**config.mk**
```make
export PLATFORM = sky130hd
export DESIGN_NAME = instr_fetch
export DESIGN_NICKNAME = d
export VERILOG_FILES = /design/src/rtl/fetch_pkg.sv /design/src/rtl/fetch_fifo.sv /design/src/rtl/instr_fetch.sv
export SDC_FILE = /design/constraint.sdc
export NUM_CORES = 1
export LEC_CHECK = 0
export ABC_AREA = 1
export CAP_MARGIN = 20
export CORE_ASPECT_RATIO = 1.2
export CORE_MARGIN = 1.5
export CORE_UTILIZATION = 45
export DETAILED_ROUTE_END_ITERATION = 6
export PLACE_DENSITY = 0.71
export SLEW_MARGIN = 5
export SYNTH_ARGS = -nofsm -noshare
export SYNTH_HDL_FRONTEND = slang
export SYNTH_HIERARCHICAL = 1
export SYNTH_SLANG_ARGS = --single-unit
export TNS_END_PERCENT = 1
```
**constraint.sdc**
```tcl
create_clock -name clk -period 8.65 [get_ports clk]
set_clock_uncertainty 0.1 [all_clocks]
set_input_delay 1.2975 -clock clk [delete_from_list [all_inputs] [get_ports clk]]
set_output_delay 1.2975 -clock clk [all_outputs]
set_load 0.005 [all_outputs]
```
**src/rtl/fetch_pkg.sv**
```systemverilog
// Shared types and width helpers for the instruction-fetch slice.
package fetch_pkg;

  localparam int FETCH_ADDR_W = 16;
  localparam int FETCH_DATA_W = 16;

  typedef struct packed {
    logic [FETCH_ADDR_W-1:0] pc;
    logic [FETCH_DATA_W-1:0] instr;
  } fetch_entry_t;

  typedef enum logic {
    RUN   = 1'b0,
    DRAIN = 1'b1
  } fetch_state_t;

  // Bits needed to hold a count from 0 to n inclusive.
  function automatic int cnt_w(input int unsigned n);
    return $clog2(n + 1);
  endfunction

endpackage

```
**src/rtl/fetch_fifo.sv**
```systemverilog
// Synchronous FIFO with push/pop/clear and occupancy count; any depth >= 1.
module fetch_fifo
  import fetch_pkg::*;
#(
  parameter int WIDTH = 16,
  parameter int DEPTH = 4
) (
  input  logic                      clk,
  input  logic                      rst,
  input  logic                      clear,
  input  logic                      push,
  input  logic                      pop,
  input  logic [WIDTH-1:0]          din,
  output logic [WIDTH-1:0]          dout,
  output logic [cnt_w(DEPTH)-1:0]   count,
  output logic                      empty,
  output logic                      full
);

  localparam int PW = (DEPTH > 1) ? $clog2(DEPTH) : 1;
  localparam int CW = cnt_w(DEPTH);
  localparam logic [CW-1:0] CNT_MAX  = CW'(DEPTH);
  localparam logic [PW-1:0] PTR_LAST = PW'(DEPTH - 1);

  logic [WIDTH-1:0] mem [DEPTH];
  logic [PW-1:0]    wr_ptr;
  logic [PW-1:0]    rd_ptr;
  logic             do_push;
  logic             do_pop;

  function automatic logic [PW-1:0] ptr_inc(input logic [PW-1:0] p);
    return (p == PTR_LAST) ? '0 : p + 1'b1;
  endfunction

  assign empty   = (count == '0);
  assign full    = (count == CNT_MAX);
  assign do_pop  = pop && !empty;
  assign do_push = push && (!full || do_pop);
  assign dout    = mem[rd_ptr];

  always_ff @(posedge clk) begin
    if (rst || clear) begin
      wr_ptr <= '0;
      rd_ptr <= '0;
      count  <= '0;
    end else begin
      if (do_push) wr_ptr <= ptr_inc(wr_ptr);
      if (do_pop)  rd_ptr <= ptr_inc(rd_ptr);
      if (do_push && !do_pop)      count <= count + 1'b1;
      else if (do_pop && !do_push) count <= count - 1'b1;
    end
  end

  always_ff @(posedge clk) begin
    if (do_push) mem[wr_ptr] <= din;
  end

endmodule

```
**src/rtl/instr_fetch.sv**
```systemverilog
// Instruction fetch: PC-driven imem requests, in-order response buffering, flush kill.
// Define FETCH_BYPASS_EN to present a response on dec_* in its arrival cycle when the buffer is empty.
module instr_fetch
  import fetch_pkg::*;
#(
  parameter int ADDR_W          = FETCH_ADDR_W,
  parameter int DATA_W          = FETCH_DATA_W,
  parameter int FIFO_DEPTH      = 4,
  parameter int MAX_OUTSTANDING = 2
) (
  input  logic              clk,
  input  logic              rst,
  input  logic [ADDR_W-1:0] fetch_addr,
  output logic              fetch_stall,
  input  logic              flush,
  output logic              imem_req_valid,
  output logic [ADDR_W-1:0] imem_req_addr,
  input  logic              imem_req_ready,
  input  logic              imem_rsp_valid,
  input  logic [DATA_W-1:0] imem_rsp_data,
  output logic              dec_valid,
  input  logic              dec_ready,
  output logic [DATA_W-1:0] dec_instr,
  output logic [ADDR_W-1:0] dec_pc
);

  localparam int OW = cnt_w(MAX_OUTSTANDING);
  localparam int FW = cnt_w(FIFO_DEPTH);
  localparam int SW = cnt_w(FIFO_DEPTH + MAX_OUTSTANDING);
  localparam logic [SW-1:0] FIFO_LIM = SW'(FIFO_DEPTH);

  typedef struct packed {
    logic [ADDR_W-1:0] pc;
    logic [DATA_W-1:0] instr;
  } entry_t;

  fetch_state_t    state;
  logic [OW-1:0]   out_cnt;
  logic [OW-1:0]   kill_cnt;
  logic [OW-1:0]   kill_nxt;
  logic [FW-1:0]   fifo_cnt;
  logic [SW-1:0]   pending;
  logic            fifo_empty;
  logic            fifo_full;
  logic            aq_empty;
  logic            aq_full;
  logic [ADDR_W-1:0] rsp_addr;
  entry_t          rsp_entry;
  entry_t          fifo_dout;
  entry_t          dec_entry;
  logic            credit;
  logic            accept;
  logic            rsp_fire;
  logic            rsp_keep;
  logic            fifo_push;
  logic            fifo_pop;
  logic            bypass_take;

  // Killed responses still occupy flight slots but will never land in the buffer.
  assign pending = SW'(fifo_cnt) + SW'(out_cnt) - SW'(kill_cnt);
  assign credit  = !aq_full && !fifo_full && (pending < FIFO_LIM);

  assign imem_req_valid = credit && !flush && !rst;
  assign imem_req_addr  = fetch_addr;
  assign accept         = imem_req_valid && imem_req_ready;
  assign fetch_stall    = !accept && !flush;

  // A response with nothing outstanding is a protocol error and is ignored.
  assign rsp_fire = imem_rsp_valid && !aq_empty && !rst;
  assign rsp_keep = rsp_fire && !flush && (state == RUN);

  assign rsp_entry.pc    = rsp_addr;
  assign rsp_entry.instr = imem_rsp_data;

  assign fifo_push = rsp_keep && !bypass_take;
  assign fifo_pop  = !fifo_empty && dec_ready && !flush;

`ifdef FETCH_BYPASS_EN
  logic bypass;
  assign bypass      = rsp_keep && fifo_empty;
  assign bypass_take = bypass && dec_ready;
  assign dec_valid   = (!fifo_empty || bypass) && !rst;
  assign dec_entry   = fifo_empty ? rsp_entry : fifo_dout;
`else
  assign bypass_take = 1'b0;
  assign dec_valid   = !fifo_empty && !rst;
  assign dec_entry   = fifo_dout;
`endif

  assign dec_pc    = dec_valid ? dec_entry.pc    : '0;
  assign dec_instr = dec_valid ? dec_entry.instr : '0;

  fetch_fifo #(
    .WIDTH (ADDR_W),
    .DEPTH (MAX_OUTSTANDING)
  ) u_addr_q (
    .clk   (clk),
    .rst   (rst),
    .clear (1'b0),
    .push  (accept),
    .pop   (rsp_fire),
    .din   (fetch_addr),
    .dout  (rsp_addr),
    .count (out_cnt),
    .empty (aq_empty),
    .full  (aq_full)
  );

  fetch_fifo #(
    .WIDTH ($bits(entry_t)),
    .DEPTH (FIFO_DEPTH)
  ) u_entry_q (
    .clk   (clk),
    .rst   (rst),
    .clear (flush),
    .push  (fifo_push),
    .pop   (fifo_pop),
    .din   (rsp_entry),
    .dout  (fifo_dout),
    .count (fifo_cnt),
    .empty (fifo_empty),
    .full  (fifo_full)
  );

  // A response landing in the flush cycle is already accounted for by not counting it.
  always_comb begin
    kill_nxt = kill_cnt;
    if (flush)
      kill_nxt = out_cnt - OW'(rsp_fire);
    else if (rsp_fire && (kill_cnt != '0))
      kill_nxt = kill_cnt - 1'b1;
  end

  always_ff @(posedge clk) begin
    if (rst) begin
      state    <= RUN;
      kill_cnt <= '0;
    end else begin
      kill_cnt <= kill_nxt;
      state    <= (kill_nxt != '0) ? DRAIN : RUN;
    end
  end

endmodule

```
==> run summary <==
status: finished clean
final worst slack: 4.19 ns
Die H: 144 µm
Starting DRT DRC Count: 341
Max Cap Viol: 0
share of cells above drive strength 1: 9.33%
fmax: 0.224 GHz
# rows: 51
RSZ-0062 raised after global routing: false
cell family contributing the most delay on the critical path: buffers and inverters
CTS resizes: 0
final setup vio count: 0
endpoint class of the critical path: primary output
Top FF cell, synth: edfxtp_1
Total Nets Final: 736
Top-Level Pins: 89
setup TNS: 0 ns
asr flop ratio synth: 0%
largest family of logic cells by synthesized area: simple AND/OR/NAND/NOR gates
Post-Syn Nets: 665
Vias/cell: 5.12
First-pass DRT Iterations: 5
most frequent CP cell: clkdlybuf4s50_1
htree depth: 4
critical path peak fanout: 32
postcts setup bufs: 0
startpoint type of the worst setup path: input pin
#FFs+latches synth: 177
Final ANT Viol Nets: 0
CTS tree: done
max_slew headroom: 28.6%
Syn Area/Cell: 12.2 µm²
Syn Inst Count: 614
Crit Path Class: in2out
Hold Fails Final Rpt: 0
clock sink total: 177
chip width: 121 µm
most common cell after layout, fill and taps aside: edfxtp_1
Synth area leaders: edfxtp_1 64%, nor2_1 6.0%, dfxtp_1 4.5%
Core Box Area: 16300 µm²
Inserted Clock Buffers: 17
Layout area overhead: 20.1%
CTS root buf: clkbuf_16
Total Wirelength: 14.1 mm
leak pwr: 3.26 nW
Die ar.: 17400 µm²
initial antenna violation count: 0
post-synthesis simple-gate area fraction: 9.74%
Buffers on Ports: 88
Crit path largest cell delay: 0.60 ns
number of diodes: 0
Least-Margin Pin Slew: 1.07 ns
Reg clk slew, reported paths: 0.06 ns
GRT overflow: 0
largest net degree at the start of global routing: 66
RD Place Congestion: 0.808
Max IR drop VDD: 146 µV
mux contribution to synthesized area: 2.91%
largest area contributor in the netlist: edfxtp_1
hold crit path type: reg2reg
clk_lat worst skew: 0.42 ns
# DRC: 0
fin crit period: 4.46 ns
final slew viol count: 0
multi-input logic area: 1750 µm²
Initial Util: 46.0%
drt wl/cell: 15.5 µm
Power Dens Cells: 197 nW/µm²
commonest non-fill, non-tap cells in the layout: 160 x edfxtp_1, 116 x nor2_1, 88 x clkdlybuf4s50_1
Max Root-Sink Buffers: 2
GR Util All Layers: 17.0%
fin crit share: 51.6%
number of global-route vias before repair: 4616
post-synthesis cell area: 7490 µm²
Worst EP required: 7.25 ns
via count: 4656
storage element area: 5150 µm²
post-synthesis xor/xnor area fraction: 0%
top cell type's share of synthesized area: 64.1%
register area share after synthesis: 68.7%
CP max stage cell: clkdlybuf4s50_1
cell chain of the critical path: clkdlybuf4s50_1 -> nor2_2 -> inv_2 -> nor2_1 -> clkdlybuf4s50_1
first-pass GRT wire length: 22.3 mm
Synth Area in Adders: 2.37%
hpwl dp: 8.56 mm
Yosys cell types: 30
Hold Buf Count CTS: 0
pre-CTS WS: 4.15 ns
Compound-Gate Fraction of Synth Area: 7.95%
number of fill cells: 1355
WP data arrival: 3.06 ns
worst path bufs/invs: 3
Post-synth EDFFs: 160
Yosys Warn Count: 6
[synthesized netlist by cell type, types with 4 or more instances]
cell	number
a21oi_1	8
buf_2	9
buf_4	19
buf_6	10
dfxtp_1	17
edfxtp_1	160
ha_1	11
inv_1	72
inv_2	4
mux2_2	6
mux2_4	10
nand2_1	35
nand3_1	14
nor2_1	120
o21ai_0	40
o21ai_1	28
o22ai_1	32
[cells by family (layout without fill, tap and decap cells)]
group,after synthesis,in the layout
buf+inv,117,200
other cells,1,1
compound gates,110,110
simple gates,180,180
mux,16,16
fa+ha+maj,13,13
flops,177,177
[layout make-up]
type                            instances  area share, %
Sequential cell                       177           57.2
Clock inverter                         14           2.09
Timing Repair Buffer                   92           10.3
Tap cell                              212           2.95
Clock buffer                           17           4.73
Multi-Input combinational cell        320           19.5
Inverter                               77           3.30
[layer usage]
metal | vias up | GRT usage [%] | wire, µm
li1 | 2242 | - | -
met1 | 2259 | 20.8 | 6060
met2 | 134 | 28.2 | 7070
met3 | 21 | 4.53 | 625
met4 | 0 | 8.17 | 359
met5 | - | 0 | 0
[worst reg2reg max path, delay by kind of cell (launching register included)]
kind / cells / cell delay, ns
simple gates: 6 / 2.14
flops: 1 / 0.49
[per-stage QoR]
stage                     hold slack [ns]  power [mW]  cells  area (µm²)  utilization, %
after global placement              0.370        1.01    877        8370            51.4
final                               0.407        1.78    909        9000            55.3
after floorplan                     0.354       0.977    614        7490               -
after global routing                0.428        1.83    909        9000            55.3
after detailed placement            0.385        1.01    877        8370            51.4
after CTS                           0.395        1.79    908        8980            55.2
[sequential cells by signal, summed over array words and instances (netlist names), named ones only]
| register | flops |
|---|---|
| u_addr_q/count | 2 |
| u_addr_q/rd_ptr | 1 |
| u_addr_q/mem | 32 |
| u_entry_q/rd_ptr | 2 |
| u_addr_q/wr_ptr | 1 |
| u_entry_q/mem | 128 |
| state | 1 |
| u_entry_q/wr_ptr | 2 |
| u_entry_q/count | 3 |
| kill_cnt | 2 |
[final timing paths]
| check | slack (ns) | startpoint | end | cells after the start |
|---|---|---|---|---|
| max | 4.19 | rst | dec_pc[15] | 5 |
| min | 0.41 | u_entry_q/rd_ptr[1] | flop | 2 |
| max reg2reg | 5.53 | u_addr_q/count[1] | u_entry_q/mem[2][21] | 6 |
| min reg2reg | 0.41 | u_entry_q/rd_ptr[1] | flop | 2 |
[power by group]
part	internal, mW	leakage [nW]	switching, mW	total [mW]
Clock	0.481	0.285	0.304	0.785
Sequential	0.934	1.58	0.00168	0.935
Combinational	0.0306	1.39	0.0244	0.0551
Total	1.45	3.26	0.330	1.78
No activity file was read; power rests on OpenSTA's default activity.
